<file path="config.mk">
export PLATFORM = sky130hd
export DESIGN_NAME = scm_arbiter
export DESIGN_NICKNAME = d
export VERILOG_FILES = /design/src/rtl/scm_arbiter.sv
export SDC_FILE = /design/constraint.sdc
export NUM_CORES = 1
export LEC_CHECK = 0
export BUFFER_PORTS_ARGS = -buffer_cell sky130_fd_sc_hd__buf_2
export CAP_MARGIN = 20
export CORE_MARGIN = 10
export CORE_UTILIZATION = 40
export DETAILED_ROUTE_END_ITERATION = 8
export PLACE_DENSITY = 0.68
export SLEW_MARGIN = 15
export SYNTH_ARGS = -nofsm -noshare
export SYNTH_HDL_FRONTEND = slang
export SYNTH_SLANG_ARGS = --single-unit
</file>
<file path="constraint.sdc">
create_clock -name clk_i -period 2.55 [get_ports clk_i]
set_input_delay 0.255 -clock clk_i [delete_from_list [all_inputs] [get_ports clk_i]]
set_output_delay 0.255 -clock clk_i [all_outputs]
set_load 0.03 [all_outputs]
</file>
<file path="src/rtl/scm_arbiter.sv">
// SCM macro sequencer: clear sweep after reset, then two-requester arbitration of the 1R1W ports.
// Optional: define SCM_ARB_RR_EN for per-port round-robin priority (default is fixed A over B).
module scm_arbiter #(
   parameter int unsigned   AW       = 8,
   parameter int unsigned   DW       = 16,
   parameter int unsigned   RD_LAT   = 1,
   parameter logic [DW-1:0] INIT_VAL = '0
) (
   input  logic          clk_i,
   input  logic          rst_ni,
   input  logic          se_i,
   input  logic          a_req_i,
   input  logic          a_we_i,
   input  logic [AW-1:0] a_addr_i,
   input  logic [DW-1:0] a_wdata_i,
   input  logic          b_req_i,
   input  logic          b_we_i,
   input  logic [AW-1:0] b_addr_i,
   input  logic [DW-1:0] b_wdata_i,
   output logic          a_gnt_o,
   output logic          b_gnt_o,
   output logic          a_rvalid_o,
   output logic          b_rvalid_o,
   output logic [DW-1:0] a_rdata_o,
   output logic [DW-1:0] b_rdata_o,
   output logic          init_done_o,
   output logic          scm_re_o,
   output logic          scm_we_o,
   output logic [AW-1:0] scm_raddr_o,
   output logic [AW-1:0] scm_waddr_o,
   output logic [DW-1:0] scm_din_o,
   input  logic [DW-1:0] scm_dout_i,
   output logic          scm_se_o
);

   typedef enum logic {StInit, StRun} state_e;

   localparam logic [AW-1:0] LastRow = '1;

   state_e          state_q, state_d;
   logic [AW-1:0]   cnt_q, cnt_d;
   logic            init_done_q, init_done_d;
   logic            scm_re_q, scm_re_d, scm_we_q, scm_we_d;
   logic [AW-1:0]   raddr_q, raddr_d, waddr_q, waddr_d;
   logic [DW-1:0]   din_q, din_d;
   logic [RD_LAT:0] rv_q, rv_d, rid_q, rid_d;
   logic [DW-1:0]   a_rdata_q, b_rdata_q;

   logic          run, wr_a, wr_b, rd_a, rd_b, w_any, r_any;
   logic          w_sel_b, r_sel_b, r_hit, r_gnt;
   logic [AW-1:0] w_addr, r_addr;
   logic [DW-1:0] w_data;

   assign run   = (state_q == StRun);
   assign wr_a  = run & a_req_i & a_we_i;
   assign wr_b  = run & b_req_i & b_we_i;
   assign rd_a  = run & a_req_i & ~a_we_i;
   assign rd_b  = run & b_req_i & ~b_we_i;
   assign w_any = wr_a | wr_b;
   assign r_any = rd_a | rd_b;

`ifdef SCM_ARB_RR_EN
   // Pointer names the requester that wins the next contended cycle; it moves to the loser.
   logic w_ptr_q, w_ptr_d, r_ptr_q, r_ptr_d;

   assign w_sel_b = wr_b & (~wr_a | w_ptr_q);
   assign r_sel_b = rd_b & (~rd_a | r_ptr_q);
   assign w_ptr_d = w_any ? ~w_sel_b : w_ptr_q;
   assign r_ptr_d = r_gnt ? ~r_sel_b : r_ptr_q;

   always_ff @(posedge clk_i or negedge rst_ni) begin
      if (!rst_ni) begin
         w_ptr_q <= 1'b0;
         r_ptr_q <= 1'b0;
      end else begin
         w_ptr_q <= w_ptr_d;
         r_ptr_q <= r_ptr_d;
      end
   end
`else
   assign w_sel_b = wr_b & ~wr_a;
   assign r_sel_b = rd_b & ~rd_a;
`endif

   assign w_addr = w_sel_b ? b_addr_i : a_addr_i;
   assign w_data = w_sel_b ? b_wdata_i : a_wdata_i;
   assign r_addr = r_sel_b ? b_addr_i : a_addr_i;
   // A read to the row being written this cycle waits, keeping read-after-write order.
   assign r_hit  = w_any & (r_addr == w_addr);
   assign r_gnt  = r_any & ~r_hit;

   assign a_gnt_o = (w_any & ~w_sel_b) | (r_gnt & ~r_sel_b);
   assign b_gnt_o = (w_any & w_sel_b) | (r_gnt & r_sel_b);

   always_comb begin
      state_d     = state_q;
      cnt_d       = cnt_q;
      init_done_d = init_done_q;
      scm_we_d    = 1'b0;
      scm_re_d    = 1'b0;
      waddr_d     = waddr_q;
      raddr_d     = raddr_q;
      din_d       = din_q;
      case (state_q)
         StInit: begin
            scm_we_d = 1'b1;
            waddr_d  = cnt_q;
            din_d    = INIT_VAL;
            cnt_d    = cnt_q + 1'b1;
            if (cnt_q == LastRow) begin
               init_done_d = 1'b1;
               state_d     = StRun;
            end
         end
         StRun: begin
            if (w_any) begin
               scm_we_d = 1'b1;
               waddr_d  = w_addr;
               din_d    = w_data;
            end
            if (r_gnt) begin
               scm_re_d = 1'b1;
               raddr_d  = r_addr;
            end
         end
         default: state_d = StInit;
      endcase
   end

   // Read return pipeline: stage k holds a grant issued k+1 cycles ago.
   always_comb begin
      rv_d     = rv_q;
      rid_d    = rid_q;
      rv_d[0]  = r_gnt;
      rid_d[0] = r_sel_b;
      for (int unsigned i = 1; i <= RD_LAT; i++) begin
         rv_d[i]  = rv_q[i-1];
         rid_d[i] = rid_q[i-1];
      end
   end

   assign a_rvalid_o = rv_q[RD_LAT] & ~rid_q[RD_LAT];
   assign b_rvalid_o = rv_q[RD_LAT] & rid_q[RD_LAT];
   assign a_rdata_o  = a_rvalid_o ? scm_dout_i : a_rdata_q;
   assign b_rdata_o  = b_rvalid_o ? scm_dout_i : b_rdata_q;

   always_ff @(posedge clk_i or negedge rst_ni) begin
      if (!rst_ni) begin
         state_q     <= StInit;
         cnt_q       <= '0;
         init_done_q <= 1'b0;
         scm_re_q    <= 1'b0;
         scm_we_q    <= 1'b0;
         raddr_q     <= '0;
         waddr_q     <= '0;
         din_q       <= '0;
         rv_q        <= '0;
         rid_q       <= '0;
         a_rdata_q   <= '0;
         b_rdata_q   <= '0;
      end else begin
         state_q     <= state_d;
         cnt_q       <= cnt_d;
         init_done_q <= init_done_d;
         scm_re_q    <= scm_re_d;
         scm_we_q    <= scm_we_d;
         raddr_q     <= raddr_d;
         waddr_q     <= waddr_d;
         din_q       <= din_d;
         rv_q        <= rv_d;
         rid_q       <= rid_d;
         a_rdata_q   <= a_rdata_o;
         b_rdata_q   <= b_rdata_o;
      end
   end

   assign init_done_o = init_done_q;
   assign scm_re_o    = scm_re_q;
   assign scm_we_o    = scm_we_q;
   assign scm_raddr_o = raddr_q;
   assign scm_waddr_o = waddr_q;
   assign scm_din_o   = din_q;
   assign scm_se_o    = se_i;

endmodule
</file>
* Word-level counts from Yosys, hierarchy flattened
Cells that the tools add are included.
** Storage, ports and cells
- Register bits after elaboration :: 80
- Logic and storage cells :: 62
** Operators by class
- Add/sub/neg operators :: 1
- Bitwise logic cells :: 29
- Muxes and demuxes :: 15
- Eq/ne operators :: 3
- Reduce and logical (&&, ||, !) cells :: 2
** Operators by type and width (number)
- $mux W16 :: 4
- $pmux W16 S2 :: 1
- $mux W8 :: 3
- $and A1 B1 Y1 :: 16
- $pmux W8 S2 :: 1
- $not A1 Y1 :: 9
- $add A8 B1 Y8 const B :: 1
- $eq A8 B8 Y1 :: 1
- $eq A8 B8 Y1 const B :: 1
- $mux W1 :: 5
- $or A1 B1 Y1 :: 4
- $reduce_and A2 Y1 :: 2
- $ne A2 B1 Y1 const B :: 1
- $pmux W1 S2 :: 1

* Logic depth before layout (Yosys ltp)
Gate-level depths: netlist (run 1).
- Depth after elaboration :: 11
- Gate-level depth with buffers :: 7
- Mapped depth without buffers :: 5

* Least setup slack after synthesis (run 1)
OpenSTA, ideal clock, no wires.
- Path kind :: register -> output
- From :: register state_q, in the netlist run
- To :: output b_gnt_o
- Arrival time :: 1.606 ns
- Buffers on the path :: 1
- Slack :: 0.689 ns
- Cell stages (with the launch flop) :: 7
- Path through :: dfrtp_1 -> buf_2 -> and2_1 -> a221o_1 -> a21oi_4 -> nand2_1 -> a22o_1
** Between the ends
- Longest elaborated chain between the ends :: 11
** RTL lines
- start, declared :: line 40 : state_e state_q, state_d;
- start signal, assigned :: line 149 : state_q <= StInit;
- start signal, assigned :: line 162 : state_q <= state_d;
- $and A1 B1 Y1 :: line 55, 57
- $and A1 B1 Y1 (on tied branches) :: line 57, 55
- $not A1 Y1 (on tied branches) :: line 82, 81
- $and A1 B1 Y1 (on tied branches) :: line 82, 81
- $mux W8 (on tied branches) :: line 87, 85
- $eq A8 B8 Y1 :: line 89 : assign r_hit = w_any & (r_addr == w_addr);
- $and A1 B1 Y1 :: line 89
- $not A1 Y1 :: line 90 : assign r_gnt = r_any & ~r_hit;
- $and A1 B1 Y1 :: line 90
- $and A1 B1 Y1 :: line 93 : assign b_gnt_o = (w_any & w_sel_b) | (r_gnt & r_sel_b);
- $or A1 B1 Y1 (*) :: line 93
- end, declared :: line 21 : output logic b_gnt_o,
Every way passes the cells marked *; elsewhere a longest branch is shown, timed or not.

* Worst setup path after layout (run 1)
Ends and elaborated chain as after synthesis.

==> impl_metrics.csv, run 1 <==
group,metric,value,unit
outcome,status,"finished, final reports clean",
global_route,grt_pass1_wl,15100,um
yosys,yosysWarnings,0,
yosys,ys_seq_area_share,55.3,%
final_layout,final_area,4730,um2
sta,fin_crit_sh,90.3,%
pwr,p_comb_share,9.1,%
final_layout,post-route-util,54.0,%
pwr,power.density,570,nW/um2
worst_setup_path,worst_r2r_endpoint,"scm_raddr_o[5]",
clocking,root_buffer,"clkbuf_8",
pwr,clock_power_share,42.7,%
sta,tightest_slew,0.597,ns
worst_setup_path,r2r-start,"run",
detailed_routing,dr.max_layer_used,"met4",
yosys,async_flop_share,100,%
worst_setup_path,cpLargestDelayFamily,"compound AO/OA/AOI/OAI gates",
placement,dpl.hpwl,7260,um
detailed_routing,routed_wirelength,9620,um
placement,port_buffers,140,
floorplan,ios,143,
clocking,cts.reportedPaths.clkPinSlew,0.09,ns
worst_setup_path,cp-start-kind,"flip-flop",
worst_setup_path,reg2reg_depth,5,
placement,dp.cells,538,
yosys,synth_top_cell_area_share,55.3,%
worst_setup_path,path_buf_inv,1,
global_route,overflow,0,
sta,rsz0062_at_grt,"no",
sta,fin_worst_skew,0.00581,ns
detailed_routing,met1Wirelength,4150,um
clocking,cts_tree,"built",
yosys,synth_area,3620,um2
yosys,ys_ff_latch,80,
placement,place_area,4450,um2
worst_setup_path,crit_arrival,2.05,ns
sta,setup-violations-final,0,
yosys,yosysTopAreaCell,"dfrtp_1",
final_layout,n_antenna_cell,0,
worst_setup_path,slowest_stage,"dfrtp_1",
worst_setup_path,worst-path-stages,6,
detailed_routing,drc,0,
floorplan,initial_utilization,41.3,%
pwr,seqPwrFrac,48.2,%
floorplan,row_count,34,
clocking,cts_made_buffers,9,
global_route,track_usage,14.0,%
final_layout,fill_cells,778,
yosys,yosysMostFrequentCell,"dfrtp_1",
detailed_routing,wl_met3,867,um
yosys,synth_cells,299,
detailed_routing,met2_length,4410,um
detailed_routing,wl_per_cell,17.3,um
final_layout,nets,515,
sta,slew_viol_final,0,
worst_setup_path,crit_required,2.30,ns
global_route,grt_max_degree,81,
yosys,synth_area_leaders,"dfrtp_1 55%, mux2_2 13%, mux2_4 3.3%",
sta,fin_crit,2.30,ns
yosys,ys_types,37,
pwr,p_leak,0.00246,uW
pwr,intPower,2090,uW
clocking,h-tree-depth,3,
detailed_routing,avgViaCountPerCell,5.03,
final_layout,drive_gt1_share,49.1,%
clocking,clock_latency,0.34,ns
placement,place.gp.congestion,0.814,
floorplan,fp.coreArea,8760,um2
sta,relSlewSlack,60.2,%
yosys,synthFlopType,"dfrtp_1",
final_layout,final_cells,556,
floorplan,dieHeight,115,um
clocking,cts.sinks,80,
yosys,yosys-top-cells-count,"80 x dfrtp_1, 41 x mux2_2, 24 x nand2_1",
yosys,syn_nets,371,
worst_setup_path,path_class,"reg2out",
worst_setup_path,path_max_fanout,4,
yosys,synth_edf_count,0,
pwr,netSwitchingPower,603,uW
sta,hold_viol_final,0,
detailed_routing,num_vias,2796,
sta,clock.fmax,0.434,GHz
worst_setup_path,cp-startpoint,"run",
detailed_routing,drt_iter0_drc,118,
pwr,swShare,22.4,%
detailed_routing,drtPass1Iterations,4,
sta,finalSetupTns,0,ns
floorplan,fp.dieArea,13300,um2
worst_setup_path,path_cells,"and2_1 -> a221o_1 -> a21oi_4 -> nand2_1 -> a22o_1 -> buf_2",
worst_setup_path,r2r_slack,0.57,ns
global_route,grt_pass1_vias,2987,
final_layout,syn_to_final_growth,30.7,%
worst_setup_path,end_kind,"output pin",
global_route,antenna_found_initial,0,
run,maxCapViolCount,0,
floorplan,die_w,115,um
pwr,peakVddDrop,352,uV
detailed_routing,drtAntennaViolNets,0,
yosys,syn_avg_cell_area,12.1,um2
pwr,p_total,2700,uW
worst_setup_path,cp_slowest_stage_delay,0.42,ns
worst_hold_path,hold_path_class,"in2reg",
clocking,cts_buffer_depth,2,
worst_setup_path,worstSetupEndpoint,"b_gnt_o",
[state kept, by name (all words and copies together), names as in the netlist]
| register | cells |
|---|---|
| a_rdata_q | 16 |
| b_rdata_q | 16 |
| scm_din_o | 16 |
| cnt_q | 8 |
| scm_raddr_o | 8 |
| scm_waddr_o | 8 |
| rid_q | 2 |
| rv_q | 2 |
| init_done_o | 1 |
| run | 1 |
| scm_re_o | 1 |
| scm_we_o | 1 |
[cell type report]
type / instances / area (um2) / area share [%]
Timing Repair Buffer: 150 / 793 / 16.8
Clock inverter: 5 / 103 / 2.17
Sequential cell: 80 / 2000 / 42.3
Inverter: 9 / 33.8 / 0.714
Clock buffer: 11 / 151 / 3.20
Tap cell: 108 / 135 / 2.85
Multi-Input combinational cell: 193 / 1520 / 32.0
[power by group through the flow]
stage	Clock (uW)	Combinational, uW	Sequential (uW)
2_1_floorplan	0	119	1320
3_3_place_gp	0	239	1320
3_5_place_dp	0	245	1320
4_1_cts	1200	246	1300
5_1_grt	1230	269	1300
6_report	1150	246	1300
[kinds of logic after synthesis]
family,count (synthesis),synth area share (%)
buf+inv,26,2.87
compound gates,53,9.74
flops,80,55.3
mux,57,18.3
xor+xnor,16,3.87
fa+ha+maj,1,0.345
simple gates,66,9.61
[cells in the final DEF, fill, tap and decap left out, types with 7 or more instances in the layout]
cell type  instances
mux2_4             8
nand2_1           24
mux2i_1            8
nand3_1           11
a21oi_1           17
inv_1              9
mux2_2            41
xnor2_1           12
o221ai_1           7
and3_1            18
o21ai_0           16
clkbuf_8          11
buf_2            139
dfrtp_1           80
buf_4              9
[per-stage QoR]
| stage | hold WS (ns) | setup WS, ns |
|---|---|---|
| 4_1_cts | 0.0894 | 0.228 |
| 6_report | 0.105 | 0.247 |
| 3_3_place_gp | 0.337 | 0.603 |
| 2_1_floorplan | -0.0406 | 0.689 |
| 3_5_place_dp | 0.336 | 0.564 |
| 5_1_grt | 0.0974 | 0.153 |
[routing by layer]
metal	vias to the layer above	track usage (%)
met4	0	4.62
met1	1320	17.4
met5	-	0
li1	1339	-
met2	118	21.7
met3	19	5.63
[what timing repair did]
item                      in CTS  in global routing
buffers inserted               0                  0
hold endpoints to repair       0                 45
hold buffers                   0                  1
gates resized for setup        0                  0
[how the worst min path moves through the flow]
stage	start	endpoint	slack, ns	depth (start not counted)
finish	a_wdata_i[0]	scm_din_o[0]	0.11	3
global route	a_wdata_i[9]	scm_din_o[9]	0.1	3
CTS	a_wdata_i[0]	scm_din_o[0]	0.09	3
detailed placement	rid_q[0]	rid_q[1]	0.34	0
global placement	rv_q[0]	rv_q[1]	0.34	0
floorplan	rst_ni	a_rdata_q[0]	-0.04	0
[tightest hold or removal path, delay by kind of cell]
kind,cells,cell delay [ns]
buffers and inverters,1,0.07
AOI/OAI and AO/OA,1,0.05
and+or+nand+nor,1,0.03
(Power assumes the default switching activity.)
==> run 2: changes to the inputs <==
--- a/config.mk
+++ b/config.mk
@@ -5,12 +5,13 @@
 export SDC_FILE = /design/constraint.sdc
 export NUM_CORES = 1
 export LEC_CHECK = 0
+export ABC_AREA = 1
 export BUFFER_PORTS_ARGS = -buffer_cell sky130_fd_sc_hd__buf_2
 export CAP_MARGIN = 20
 export CORE_MARGIN = 10
 export CORE_UTILIZATION = 40
 export DETAILED_ROUTE_END_ITERATION = 8
-export PLACE_DENSITY = 0.68
+export PLACE_DENSITY_LB_ADDON = 0.15
 export SLEW_MARGIN = 15
 export SYNTH_ARGS = -nofsm -noshare
 export SYNTH_HDL_FRONTEND = slang
==> run 2 against run 1 <==
Against the previous run:
- flip-flop and latch count unchanged
- power down 11%
- worst hold slack worse by 0.056 ns
- global-route usage up 1.4 points
- clock power down 16%
- largest cell class unchanged
- largest power group unchanged
==> impl_metrics.csv, run 2 <==
group,metric,value,unit
outcome,status,"finished, final reports clean",
clocking,cts.reportedPaths.clkPinSlew,0.09,ns
sta,finalSetupTns,0,ns
floorplan,dieHeight,119,um
detailed_routing,num_vias,3580,
placement,dp.cells,739,
worst_setup_path,reg2reg_depth,13,
pwr,clock_power_share,40.5,%
global_route,antenna_found_initial,0,
final_layout,final_cells,764,
final_layout,final_cell_mix,"149 x nand2_1, 137 x buf_2, 79 x dfrtp_1",
global_route,grt_max_degree,81,
yosys,ys_types,31,
final_layout,n_antenna_cell,0,
sta,tightest_slew,0.989,ns
final_layout,drive_gt1_share,31.8,%
placement,place.gp.congestion,0.877,
final_layout,multiInputGateArea,1630,um2
worst_setup_path,crit_required,2.30,ns
worst_setup_path,worst_r2r_endpoint,"scm_raddr_o[7]",
clocking,clock_latency,0.35,ns
yosys,yosysWarnings,0,
global_route,track_usage,15.4,%
clocking,root_buffer,"clkbuf_8",
detailed_routing,wl_per_cell,14.8,um
pwr,intPower,1800,uW
sta,fin_crit,2.48,ns
yosys,ys_seq_area_share,51.3,%
pwr,p_leak,0.00282,uW
final_layout,syn_to_final_growth,29.0,%
pwr,peakVddDrop,241,uV
yosys,ys_ff_latch,80,
clocking,cts_buffer_depth,2,
yosys,yosys-top-cells-count,"152 x nand2_1, 80 x dfrtp_1, 71 x o21ai_0",
worst_setup_path,path_max_fanout,6,
sta,clock.fmax,0.403,GHz
clocking,h-tree-depth,3,
pwr,netSwitchingPower,602,uW
pwr,power.density,477,nW/um2
yosys,synth_cells,484,
worst_setup_path,end_kind,"output pin",
sta,slew_viol_final,0,
detailed_routing,drt_iter0_drc,175,
detailed_routing,drtAntennaViolNets,0,
worst_setup_path,crit_arrival,2.23,ns
sta,setup_ws,0.0700,ns
yosys,synth_area_leaders,"dfrtp_1 51%, nand2_1 15%, o21ai_0 9.1%",
final_layout,seqCellArea,2000,um2
floorplan,ios,143,
worst_hold_path,hold_path_class,"in2async",
worst_setup_path,path_class,"reg2out",
floorplan,row_count,35,
sta,rsz0062_at_grt,"yes",
worst_setup_path,r2r-start,"run",
final_layout,nets,702,
placement,pre_cts_ws,0.155,ns
final_layout,final_common_cell,"nand2_1",
yosys,synth_area,3900,um2
placement,port_buffers,140,
yosys,syn_nets,556,
detailed_routing,routed_wirelength,11300,um
placement,dpl.hpwl,8300,um
yosys,yosysTopAreaCell,"dfrtp_1",
yosys,synthFlopType,"dfrtp_1",
yosys,syn_avg_cell_area,8.06,um2
yosys,synth_edf_count,0,
pwr,swShare,25.1,%
sta,setup-violations-final,0,
clocking,cts_tree,"built",
yosys,async_flop_share,100,%
clocking,cts_made_buffers,9,
floorplan,initial_utilization,41.6,%
sta,fin_worst_skew,0.0138,ns
detailed_routing,avgViaCountPerCell,4.69,
floorplan,die_w,119,um
global_route,overflow,0,
sta,relSlewSlack,34.1,%
run,maxCapViolCount,0,
worst_setup_path,cp-start-kind,"flip-flop",
detailed_routing,drc,0,
worst_setup_path,r2r_slack,0.43,ns
sta,fin_crit_sh,97.3,%
floorplan,fp.coreArea,9370,um2
detailed_routing,drtPass1Iterations,4,
clocking,cts.sinks,80,
yosys,yosysMostFrequentCell,"nand2_1",
global_route,grt_pass1_vias,3632,
global_route,grt_pass1_wl,18100,um
final_layout,fill_cells,935,
yosys,synth_top_cell_area_share,51.3,%
pwr,p_comb_share,6.7,%
pwr,seqPwrFrac,52.8,%
floorplan,fp.dieArea,14100,um2
clocking,cts_hold_buf,0,
sta,hold_viol_final,0,
[run 2: cells by family (layout without fill, tap and decap cells)]
kind of cell             count (synthesis)  after routing  synth area share [%]
AND/OR/NAND/NOR                        230            232                  25.8
XOR/XNOR                                 7              7                  1.57
buffers and inverters                   76            225                  8.34
flip-flops                              80             80                  51.3
adder cells (fa/ha/maj)                  1              1                 0.321
AO/OA/AOI/OAI                           90             90                  12.6
[run 2: critical path, cell delays in order, from the launching register on]
cell and delay [ns]:
dfrtp_2 0.48, nand2_4 0.11, nor2_4 0.25, nand2_4 0.13
nand2_1 0.08, nand2_1 0.06, nand2_1 0.06, nand2_1 0.06
nor2_2 0.15, nand3_2 0.12, nor2_4 0.13, o21ai_1 0.06
buf_4 0.17
[run 2: power by group through the flow]
| stage | Sequential, uW | Combinational [uW] | Clock [uW] |
|---|---|---|---|
| detailed placement | 1290 | 156 | 0 |
| global placement | 1290 | 152 | 0 |
| finish | 1270 | 160 | 971 |
| CTS | 1270 | 157 | 1000 |
| floorplan | 1290 | 62.2 | 0 |
| global route | 1270 | 183 | 1070 |
[run 2: worst max path at each step]
stage | endpoint | slack, ns | cells past startpoint | start
2_1_floorplan | b_gnt_o | 0.30 | 11 | run
3_3_place_gp | b_gnt_o | 0.19 | 12 | run
3_5_place_dp | b_gnt_o | 0.15 | 12 | run
4_1_cts | b_gnt_o | 0.002 | 12 | run
5_1_grt | b_gnt_o | -0.1 | 12 | run
6_report | b_gnt_o | 0.07 | 12 | run
[run 2: area by class of cell]
type / instances / area share [%]
Clock buffer: 9 / 2.46
Clock inverter: 7 / 1.54
Inverter: 54 / 4.03
Multi-Input combinational cell: 330 / 32.5
Sequential cell: 80 / 39.8
Tap cell: 129 / 3.21
Timing Repair Buffer: 155 / 16.5
[run 2: routing by layer]
metal / up-vias / GRT usage, % / routed length, um / share of wire [%]
met5: - / 0 / 0 / 0
met4: 0 / 5.04 / 201 / 1.8
met3: 11 / 4.19 / 556 / 4.9
met2: 89 / 26.6 / 5790 / 51
met1: 1656 / 18.0 / 4740 / 42
li1: 1824 / - / - / -
[run 2: timing repair]
item                                    in CTS  in global routing
pin swaps                                    0                 12
resized for setup                            3                 17
cloned                                       0                  3
endpoints found under the setup margin       2                  2
setup buffers                                1                  5
[run 2: metrics by stage]
step | power (uW) | util [%] | cell area, um2 | hold slack [ns]
4_1_cts | 2430 | 52.6 | 4930 | 0.0999
6_report | 2400 | 53.7 | 5030 | 0.0490
2_1_floorplan | 1360 | - | 3900 | -0.0406
3_3_place_gp | 1440 | 50.2 | 4700 | 0.336
3_5_place_dp | 1450 | 50.2 | 4700 | 0.340
5_1_grt | 2520 | 53.7 | 5030 | 0.129
==> run 3: changes to the inputs <==
--- a/config.mk
+++ b/config.mk
@@ -8,8 +8,9 @@
 export ABC_AREA = 1
 export BUFFER_PORTS_ARGS = -buffer_cell sky130_fd_sc_hd__buf_2
 export CAP_MARGIN = 20
-export CORE_MARGIN = 10
-export CORE_UTILIZATION = 40
+export CORE_MARGIN = 2
+export CORE_UTILIZATION = 50
+export CTS_CLUSTER_DIAMETER = 200
 export DETAILED_ROUTE_END_ITERATION = 8
 export PLACE_DENSITY_LB_ADDON = 0.15
 export SLEW_MARGIN = 15
==> run 3 against run 2 <==
Against the previous run:
- the run now ends with negative setup slack left
- non-clock buffer count grew 10
- count of clock-buffer cells in the layout unchanged
- sequential power hardly changed
- sequential share of layout area decreased by 1.6 points
- flip-flop and latch count stayed put
- clock skew is 0.0036 ns lower
- global-route usage rose by 8.2 points
- first-iteration DRC count down 7.4%
- clock power shrank 0.6%
- largest cell class unchanged
- highest routed layer unchanged
==> impl_metrics.csv, run 3 (synthesized netlist as in run 2, its figures left out) <==
group,metric,value,unit
detailed_routing,num_vias,3780,
clocking,cts_made_buffers,9,
worst_setup_path,path_buf_inv,3,
global_route,grt_pass1_wl,16000,um
sta,finalSetupTns,-0.0180,ns
worst_setup_path,worst-path-stages,12,
floorplan,dieHeight,92.3,um
clocking,cts_buffer_depth,2,
worst_setup_path,slowest_stage,"dfrtp_2",
worst_setup_path,path_class,"reg2out",
final_layout,drive_gt1_share,35.4,%
worst_setup_path,path_cells,"buf_12 -> nand3_4 -> buf_8 -> nand3b_1 -> nand2_2 -> nand2_2 -> nand2_1 -> nor2_2 -> nand3_2 -> nor2_4 -> o21ai_1 -> buf_4",
worst_setup_path,cpLargestDelayFamily,"simple AND/OR/NAND/NOR gates",
sta,fin_crit_sh,101,%
outcome,status,"finished, violations left",
clocking,clock_latency,0.36,ns
final_layout,multiInputGateArea,1710,um2
pwr,power.density,459,nW/um2
sta,setup_ws,-0.0180,ns
final_layout,fill_cells,660,
sta,rsz0062_at_grt,"yes",
floorplan,row_count,32,
sta,hold_viol_final,0,
worst_setup_path,cp_slowest_stage_delay,0.48,ns
placement,pre_cts_ws,0.110,ns
worst_setup_path,crit_required,2.30,ns
pwr,p_leak,0.00290,uW
detailed_routing,drtPass1Iterations,5,
worst_setup_path,r2r_slack,0.36,ns
placement,dpl.hpwl,7080,um
global_route,grt_pass1_vias,3337,
global_route,track_usage,23.6,%
clocking,cts_tree,"built",
detailed_routing,drc,0,
final_layout,nets,713,
floorplan,fp.coreArea,7650,um2
worst_setup_path,end_kind,"output pin",
sta,relSlewSlack,49.7,%
sta,tightest_slew,0.753,ns
sta,fin_worst_skew,0.0101,ns
clocking,cts.sinks,80,
final_layout,n_antenna_cell,0,
clocking,root_buffer,"clkbuf_8",
final_layout,seqCellArea,2000,um2
detailed_routing,avgViaCountPerCell,5.05,
sta,fin_crit,2.57,ns
final_layout,syn_to_final_growth,34.5,%
outcome,violations,"negative setup slack",
detailed_routing,drtAntennaViolNets,0,
worst_setup_path,worstSetupEndpoint,"b_gnt_o",
global_route,overflow,0,
worst_setup_path,cpMostUsedCell,"nand2_2",
worst_setup_path,r2r-start,"run",
worst_setup_path,cp-start-kind,"flip-flop",
final_layout,final_cell_mix,"137 x nand2_1, 137 x buf_2, 79 x dfrtp_1",
sta,slew_viol_final,0,
worst_setup_path,worst_r2r_endpoint,"scm_raddr_o[7]",
sta,clock.fmax,0.389,GHz
floorplan,die_w,92.3,um
clocking,h-tree-depth,3,
worst_setup_path,reg2reg_depth,13,
detailed_routing,routed_wirelength,10400,um
clocking,cts.reportedPaths.clkPinSlew,0.09,ns
global_route,grt_max_degree,51,
pwr,peakVddDrop,234,uV
run,maxCapViolCount,0,
floorplan,initial_utilization,51.0,%
sta,setup-violations-final,1,
placement,port_buffers,140,
detailed_routing,wl_per_cell,13.9,um
detailed_routing,drt_iter0_drc,162,
worst_hold_path,hold_path_class,"in2reg",
worst_setup_path,cp-startpoint,"run",
floorplan,fp.dieArea,8520,um2
floorplan,ios,143,
worst_setup_path,crit_arrival,2.31,ns
global_route,antenna_found_initial,0,
worst_setup_path,path_max_fanout,5,
placement,place.gp.congestion,0.913,
run 3: through the flow:
step                      power, uW  hold WS (ns)  cell area [um2]  std cells  util [%]
after CTS                      2420         0.163             4950        733      64.7
after global routing           2510         0.175             5240        748      68.6
final                          2410         0.174             5240        748      68.6
after detailed placement       1450         0.322             4700        715      61.5
after floorplan                1360       -0.0406             3900        484         -
after global placement         1450         0.317             4700        715      61.5
run 3: metal layers:
metal	share of wire, %	track usage (%)	up-vias
li1	-	-	1847
met1	44	33.0	1786
met2	49	37.2	136
met3	6.1	4.96	11
met4	1.4	7.59	0
met5	0	0	-
run 3: tightest hold or removal path: cells and delay by family:
kind,cells,cell delay [ns]
AOI/OAI and AO/OA,1,0.13
and+or+nand+nor,1,0.03
buffers and inverters,1,0.08
run 3: worst min-delay path by stage:
stage	end	slack [ns]	startpoint	cells past startpoint
6_report	scm_din_o[4]	0.17	b_wdata_i[4]	3
5_1_grt	scm_din_o[3]	0.17	b_wdata_i[3]	3
4_1_cts	b_rdata_q[3]	0.16	scm_dout_i[3]	3
3_5_place_dp	scm_din_o[11]	0.32	rst_ni	1
3_3_place_gp	scm_din_o[11]	0.32	rst_ni	1
2_1_floorplan	a_rdata_q[0]	-0.04	rst_ni	0
run 3: final cells by class:
type                       instances  share of cell area [%]
multi-input combinational        331                    32.7
inverter                          54                    3.87
clock inverter                     7                    1.67
clock buffer                       9                    2.36
timing repair buffer             165                    18.8
sequential                        80                    38.2
tap                              102                    2.43
run 3: where the power goes:
part	switching, uW	internal (uW)
Clock	495	470
Sequential	0	1270
Combinational	103	70.9
Total	598	1810
run 3: what timing repair did:
| action | CTS | global route |
|---|---|---|
| pin swaps | 0 | 19 |
| endpoints found under the hold margin | 49 | 0 |
| setup endpoints to repair | 2 | 2 |
| buffers inserted | 1 | 10 |
| resized for setup | 4 | 38 |
| hold buffers | 1 | 0 |
| gates cloned | 0 | 5 |
